--- src/rtl/ram_b_ctrl.sv ---
// ram_b_ctrl: owner of the sequence-B character RAM.
// Loads sequence B from a valid/ready character stream, validating each base code and
// counting characters, then arbitrates RAM reads between the traceback engine (higher
// priority) and the matrix-fill engine. All RAM port signals are driven from registers here;
// read data comes back two cycles after the grant, tagged with the requester that owns it.
module ram_b_ctrl #(
  parameter int unsigned N       = 128,
  parameter int unsigned BitAddr = $clog2(N + 1)
) (
  input  logic             clk_i,
  input  logic             rst_ni,
  // Load control and character stream
  input  logic             load_start,
  input  logic             s_valid,
  input  logic [2:0]       s_data,
  input  logic             s_last,
  output logic             s_ready,
  // Read requesters
  input  logic             fill_req,
  input  logic [BitAddr:0] fill_idx,
  input  logic             trace_req,
  input  logic [BitAddr:0] trace_idx,
  output logic             fill_gnt,
  output logic             trace_gnt,
  output logic             oob,
  // Read return
  output logic             rd_valid,
  output logic             rd_owner,
  output logic [2:0]       rd_data,
  // Status
  output logic [BitAddr:0] len,
  output logic             loaded,
  output logic [1:0]       err,
  // RAM write port
  output logic [2:0]       ram_din,
  output logic             ram_en_din,
  output logic             ram_we,
  output logic [BitAddr:0] ram_addr_din,
  // RAM read port
  output logic             ram_en_dout,
  output logic [BitAddr:0] ram_addr_dout,
  input  logic [2:0]       ram_dout
);

  // Legal base codes
  localparam logic [2:0] CodeG = 3'b001;
  localparam logic [2:0] CodeC = 3'b110;
  localparam logic [2:0] CodeA = 3'b100;
  localparam logic [2:0] CodeT = 3'b011;

  // Error codes reported on err
  localparam logic [1:0] ErrNone = 2'd0;
  localparam logic [1:0] ErrCode = 2'd1;
  localparam logic [1:0] ErrOvf  = 2'd2;

  localparam logic [BitAddr:0] LenMax = N[BitAddr:0];

  typedef enum logic [1:0] {
    StIdle,
    StLoad,
    StReady,
    StErr
  } state_e;

  state_e           state_q;
  logic [BitAddr:0] len_q;
  logic [1:0]       err_q;
  logic             s_ready_q;
  logic             loaded_q;

  // Write port registers
  logic             ram_wr_q;
  logic [BitAddr:0] ram_addr_din_q;
  logic [2:0]       ram_din_q;

  // Read port and return pipeline registers
  logic             ram_en_dout_q;
  logic [BitAddr:0] ram_addr_dout_q;
  logic             owner_pipe_q;
  logic             rd_valid_q;
  logic             rd_owner_q;
  logic             oob_q;

  logic             code_legal;
  logic             hs;
  logic             wr_fire;
  logic [BitAddr:0] len_inc;
  logic             is_ready;
  logic             gnt_trace;
  logic             gnt_fill;
  logic             gnt_any;
  logic [BitAddr:0] gnt_idx;
  logic             gnt_in_range;

  // Classify the incoming character code
  always_comb begin
    code_legal = 1'b0;
    unique case (s_data)
      CodeG, CodeC, CodeA, CodeT: code_legal = 1'b1;
      default:                    code_legal = 1'b0;
    endcase
  end

  assign hs      = s_valid & s_ready_q;
  // A load_start in the same cycle as a handshake restarts the load; that character is dropped.
  assign wr_fire = hs & code_legal & ~load_start;
  assign len_inc = len_q + 1'b1;

  // Fixed-priority read arbitration: trace wins, only in READY
  always_comb begin
    is_ready     = (state_q == StReady);
    gnt_trace    = is_ready & trace_req;
    gnt_fill     = is_ready & fill_req & ~trace_req;
    gnt_any      = gnt_trace | gnt_fill;
    gnt_idx      = trace_req ? trace_idx : fill_idx;
    gnt_in_range = (gnt_idx < len_q);
  end

  // Control FSM: state, length, error code and the registered stream/status outputs
  always_ff @(posedge clk_i or negedge rst_ni) begin
    if (!rst_ni) begin
      state_q   <= StIdle;
      len_q     <= '0;
      err_q     <= ErrNone;
      s_ready_q <= 1'b0;
      loaded_q  <= 1'b0;
    end else if (load_start) begin
      state_q   <= StLoad;
      len_q     <= '0;
      err_q     <= ErrNone;
      s_ready_q <= 1'b1;
      loaded_q  <= 1'b0;
    end else begin
      case (state_q)
        StLoad: begin
          if (hs) begin
            if (!code_legal) begin
              state_q   <= StErr;
              err_q     <= ErrCode;
              s_ready_q <= 1'b0;
            end else begin
              len_q <= len_inc;
              if (s_last) begin
                state_q   <= StReady;
                s_ready_q <= 1'b0;
                loaded_q  <= 1'b1;
              end else if (len_inc == LenMax) begin
                // The N-th character is kept; any further one would not fit.
                state_q   <= StErr;
                err_q     <= ErrOvf;
                s_ready_q <= 1'b0;
              end
            end
          end
        end
        default: ;
      endcase
    end
  end

  // RAM write port: a legal handshake becomes a one-cycle write strobe in the next cycle
  always_ff @(posedge clk_i or negedge rst_ni) begin
    if (!rst_ni) begin
      ram_wr_q       <= 1'b0;
      ram_addr_din_q <= '0;
      ram_din_q      <= '0;
    end else begin
      ram_wr_q <= wr_fire;
      if (wr_fire) begin
        ram_addr_din_q <= len_q;
        ram_din_q      <= s_data;
      end
    end
  end

  // RAM read port: in-range grants issue a read next cycle, out-of-range ones pulse oob
  always_ff @(posedge clk_i or negedge rst_ni) begin
    if (!rst_ni) begin
      ram_en_dout_q   <= 1'b0;
      ram_addr_dout_q <= '0;
      owner_pipe_q    <= 1'b0;
      oob_q           <= 1'b0;
    end else begin
      ram_en_dout_q <= gnt_any & gnt_in_range;
      oob_q         <= gnt_any & ~gnt_in_range;
      if (gnt_any & gnt_in_range) begin
        ram_addr_dout_q <= gnt_idx;
        owner_pipe_q    <= gnt_trace;
      end
    end
  end

  // Read return: the RAM registers its data during the strobe cycle, so tag it one cycle later
  always_ff @(posedge clk_i or negedge rst_ni) begin
    if (!rst_ni) begin
      rd_valid_q <= 1'b0;
      rd_owner_q <= 1'b0;
    end else begin
      rd_valid_q <= ram_en_dout_q;
      if (ram_en_dout_q) begin
        rd_owner_q <= owner_pipe_q;
      end
    end
  end

  assign s_ready       = s_ready_q;
  assign loaded        = loaded_q;
  assign len           = len_q;
  assign err           = err_q;
  assign trace_gnt     = gnt_trace;
  assign fill_gnt      = gnt_fill;
  assign oob           = oob_q;
  assign rd_valid      = rd_valid_q;
  assign rd_owner      = rd_owner_q;
  assign rd_data       = ram_dout;
  assign ram_din       = ram_din_q;
  assign ram_en_din    = ram_wr_q;
  assign ram_we        = ram_wr_q;
  assign ram_addr_din  = ram_addr_din_q;
  assign ram_en_dout   = ram_en_dout_q;
  assign ram_addr_dout = ram_addr_dout_q;

endmodule

--- config.mk ---
export PLATFORM = sky130hd
export DESIGN_NAME = ram_b_ctrl
export DESIGN_NICKNAME = d
export VERILOG_FILES = /design/src/rtl/ram_b_ctrl.sv
export SDC_FILE = /design/constraint.sdc
export NUM_CORES = 1
export LEC_CHECK = 0
export CORE_MARGIN = 8
export CORE_UTILIZATION = 35
export CTS_CLUSTER_DIAMETER = 120
export DETAILED_ROUTE_END_ITERATION = 6
export PLACE_DENSITY = 0.66
export SETUP_SLACK_MARGIN = 0.3
export SYNTH_ARGS = -nofsm -noshare
export SYNTH_HDL_FRONTEND = slang
export SYNTH_SLANG_ARGS = --single-unit
--- constraint.sdc ---
create_clock -name clk_i -period 2.6 [get_ports clk_i]
set_input_delay 0.26 -clock clk_i [delete_from_list [all_inputs] [get_ports clk_i]]
set_output_delay 0.26 -clock clk_i [all_outputs]
set_load 0.02 [all_outputs]
Yosys cells after proc, flatten, opt, wreduce, memory -nomap -nowiden
Index checks and enable logic that the tools add are counted.
{"block": "word_totals", "output_inout_bits": 45, "reg_bits": 42, "in_bits": 31, "wordCells": 76}
{"block": "classes", "addsub": 1, "n_lt_le_gt_ge": 1, "mux": 29, "reduce_logical": 9, "eq_ne": 10, "bitwise_logic": 12}
{"operator": "$mux 9", "n": 5}
{"operator": "$mux 2", "n": 12}
{"operator": "$mux 1", "n": 12}
{"operator": "$add 9x1->9 const B", "n": 1}
{"operator": "$eq 9x8->1 const B", "n": 1}
{"operator": "$lt 9x9->1", "n": 1}
{"operator": "$and 1x1->1", "n": 8}
{"operator": "$reduce_and 4->1", "n": 2}
{"operator": "$reduce_bool 2->1", "n": 4}
{"operator": "$eq 3x3->1 const B", "n": 2}
{"operator": "$reduce_and 3->1", "n": 2}
{"operator": "$ne 4x3->1 const B", "n": 1}
{"operator": "$reduce_or 4->1", "n": 1}
{"operator": "$eq 3x1->1 const B", "n": 1}
{"operator": "$eq 3x2->1 const B", "n": 1}
{"operator": "$ne 3x2->1 const B", "n": 1}
{"operator": "$ne 3x3->1 const B", "n": 1}
{"operator": "$not 1->1", "n": 3}
{"operator": "$eq 2x1->1 const B", "n": 1}
{"operator": "$eq 2x2->1 const B", "n": 1}
{"operator": "$or 1x1->1", "n": 1}

Longest topological paths before layout
{"block": "logic_depth", "ltp_word": 8, "ltp_mapped": 9, "mapped_depth_nobuf": 7}

Worst setup path before layout
Ideal clock, no wire load.
{"block": "synth_timing", "path_kind": "input -> register", "from": "input port trace_req", "to": "register ram_addr_dout_q[1] (netlist: ram_addr_dout[1])", "required_ps": 2475, "t_arrival_ps": 2300, "slack_ps": 175, "path_stages": 9, "setup_ps": 125, "path_buffers": 2, "cell_sequence": "dlygate4sd1_1 -> mux2_2 -> ha_1 -> a21oi_1 -> o221ai_1 -> a21oi_1 -> nand3b_1 -> buf_6 -> mux2_4"}
{"block": "synth_between", "word_cells_on_any_way": 7, "classes_between": "order compare (1); mux (1); bitwise (5)"}
{"element": "start: declaration", "line": "21", "text": "input logic trace_req,"}
{"element": "$mux 9", "line": "115", "text": "gnt_idx = trace_req ? trace_idx : fill_idx;"}
{"element": "via gnt_idx[4]", "line": "92", "text": "logic [BitAddr:0] gnt_idx;"}
{"element": "$lt 9x9->1", "line": "116", "text": "gnt_in_range = (gnt_idx < len_q);"}
{"element": "$and 1x1->1", "line": "186", "text": "if (gnt_any & gnt_in_range) begin"}
{"element": "end signal: assignment", "line": "187", "text": "ram_addr_dout_q <= gnt_idx;"}
{"element": "end: declaration", "line": "78", "text": "logic [BitAddr:0] ram_addr_dout_q;"}
The timed path passes the listed nets, and every way through them passes these cells.
A chain may end at the register's enable or synchronous reset.

Final worst setup path
{"block": "layout_timing", "from": "input port fill_idx[4]", "to": "register ram_addr_dout_q[7] (netlist: ram_addr_dout[7])"}
{"block": "layout_between", "elab_chain_len": 3}
{"element": "start: declaration", "line": "20", "text": "input logic [BitAddr:0] fill_idx,"}
{"element": "$mux 9", "line": "115"}
{"element": "via gnt_idx[4]", "line": "92"}
{"element": "$lt 9x9->1", "line": "116"}
{"element": "$and 1x1->1", "line": "186"}
The timed path passes the listed nets, and every way through them passes these cells.

==> impl_metrics.tcl <==
set metrics [dict create \
    status "completed" \
    dp_hpwl_mm 4.31 \
    p_per_area_nw_per_um2 507 \
    wl_mm 5.79 \
    fmax_mhz 451 \
    path_clk_slew_ps 80 \
    fillCellCount 557 \
    synth.cell_area_um2 2260 \
    avgSynthCellArea_um2 11.2 \
    crit_chain "clkdlybuf4s50_1 > mux2_4 > ha_4 > a21oi_1 > o221ai_2 > a21oi_2 > nand3b_1 > buf_12 > mux2_4" \
    cp.arrival_ps 2400 \
    die_y_um 96.4 \
    tightest_slew_ps 950 \
    dr.first_iter.drc_count 44 \
    dieArea_um2 9300 \
    die_w_um 96.4 \
    setup_violations 0 \
    cpPeakStageDelay_ps 420 \
    ys_seq_area_share_pct 46.4 \
    initial_core_util_pct 35.9 \
    fin_skew_ps 5.64 \
    drive_gt1_share_pct 20.8 \
    placed_cells 346 \
    ys_ff_latch 42 \
    crit_buf_inv 2 \
    rsz0062_at_grt "no" \
    synthFlopType "dfrtp_1" \
    startpoint_type "primary input" \
    synth_top_area_cell "dfrtp_1" \
    swShare_pct 27.2 \
    synth_cell_types 47 \
    grt_pass1_vias 1863 \
    grt_max_degree 43 \
    diodes 0 \
    crit_type "in -> reg" \
    yosysMostFrequentCell "dfrtp_1" \
    period_minus_slack_ps 2220 \
    hold_path.class "in -> async" \
    seq_power_share_pct 44.1 \
    syn_to_final_growth_pct 47.9 \
    antenna_found_initial 0 \
    hold_violations 0 \
    rows 29 \
    clkSinkCount 42 \
    drv_cap 0 \
    core-area_um2 6310 \
    synth_async_sr_flop_share_pct 100 \
    p_int_uw 1240 \
    vias 1789 \
    end_kind "flop" \
    p_sw_uw 462 \
    critPathTopFamily "buffers and inverters" \
    combPwrFrac_pct 26.0 \
    max_slew_margin_pct 36.7 \
    synthTopCellsByCount "dfrtp_1 (42), nor2_1 (18), inv_1 (13)" \
    synth-edff-count 0 \
    overflow 0 \
    r2r_cells 8 \
    synth_top_cell_area_share_pct 46.4 \
    cts_buffer_depth 2 \
    cts-root-buf "clkbuf_8" \
    grt_usage_pct 12.9 \
    worst-path-max-fanout 5 \
    first_pass_iters 4 \
    via_per_inst 4.97 \
    instances_no_fill 360 \
    ys.warnings.count 0 \
    leakage_uw 0.00148 \
    htree_num_levels 2 \
    netlist_instances 202 \
    wire_per_inst_um 16.1 \
    drv_slew 0 \
    cpMostUsedCell "mux2_4" \
    worstPathRequired_ps 2780 \
    period_share_pct 85.2 \
    cts_tree "built" \
    p_total_uw 1700 \
    gp_congestion 0.857 \
    critPathSlowestCell "clkdlybuf4s50_1" \
    drc_errors 0 \
    nets 323 \
    insertion_delay_ps 290 \
    port-buffer-count 69 \
    clockPowerShare_pct 30.0 \
    synth_area_leaders "dfrtp_1 (46%), ha_1 (5.5%), mux2_1 (5.5%)" \
    syn_nets 243 \
    worstSetupPathDepth 9 \
    ir_worst_vdd_uv 305 \
    grt_pass1_wl_mm 9.29 \
    cts_buffers 5 \
    pin_count 76 \
    detail-route-antenna-nets 0 \
]
cell type report:
class	count	area [um2]	share of cell area (%)
flip-flops and latches	42	1050	31.4
inverters	15	56.3	1.68
multi-input cells	133	1190	35.6
well taps	77	96.3	2.88
repair buffers	85	846	25.3
clock buffers	7	76.3	2.28
clock inverters	1	30.0	0.897
repair_timing:
| action | CTS | global route |
|---|---|---|
| setup endpoints to repair | 10 | 10 |
| pin swaps | 6 | 4 |
| resized for setup | 11 | 12 |
| hold buffers | 0 | 0 |
| buffers inserted | 5 | 0 |
| gates cloned | 1 | 0 |
flip-flops by register name, summed over array words and instances, names as in the netlist, 2 cells and up:
register / flops
ram_addr_dout: 9
ram_din: 3
ram_addr_din: 9
err: 2
state_q: 2
len: 9
final timing paths:
check                                                to  slack (ps)                   from
max                        ram_addr_dout[7]$_DFFE_PN0P_         380            fill_idx[4]
min                                  len[4]$_DFFE_PN0P_         110                 rst_ni
max reg2reg                ram_addr_dout[7]$_DFFE_PN0P_         410     len[4]$_DFFE_PN0P_
min reg2reg                          rd_valid$_DFF_PN0_         410  ram_en_dout$_DFF_PN0_
max in group asynchronous            err[0]$_DFFE_PN0P_        1900                 rst_ni
min in group clk_i                   rd_valid$_DFF_PN0_         410  ram_en_dout$_DFF_PN0_
power by group through the flow:
stage	logic, uW	registers (uW)	clock network [uW]
after detailed placement	413	761	0
after global placement	409	759	0
after CTS	429	749	522
after global routing	474	759	541
final	441	748	508
after floorplan	144	824	0
through the flow:
stage               setup TNS (ps)  worst slack, ps  util, %  area, um2  hold slack, ps
floorplan                        0              301        -       2260           -35.6
global placement             -1020             -128     48.4       3050             396
detailed placement           -1650             -204     48.4       3050             396
CTS                              0              320     51.9       3270             147
global route                     0              287     53.0       3350             204
finish                           0              384     53.0       3350             112
kinds of logic after synthesis:
group | after synthesis | synth area share (%)
AND/OR/NAND/NOR | 56 | 13.5
flip-flops | 42 | 46.4
multiplexers | 32 | 17.0
buffers and inverters | 27 | 6.03
AO/OA/AOI/OAI | 24 | 7.24
XOR/XNOR | 11 | 4.26
adder cells (fa/ha/maj) | 10 | 5.53
layer usage:
| layer | vias to the layer above | part of all wire, % | GRT usage [%] |
|---|---|---|---|
| li1 | 860 | - | - |
| met1 | 868 | 46 | 16.5 |
| met2 | 54 | 44 | 20.0 |
| met3 | 7 | 8.8 | 4.64 |
| met4 | 0 | 1.4 | 4.29 |
| met5 | - | 0 | 0 |
placed cells by master, fill, tap and decap left out, types with 8 or more instances in the layout:
cell type / Yosys / routed
buf_4: 5 / 12
clkdlybuf4s50_1: 0 / 67
dfrtp_1: 42 / 42
inv_1: 13 / 13
mux2_1: 11 / 11
mux2_4: 8 / 14
nand2_1: 8 / 8
nor2_1: 18 / 17
nor3_1: 9 / 9
xnor2_1: 10 / 10
No activity file was read; power rests on OpenSTA's default activity.
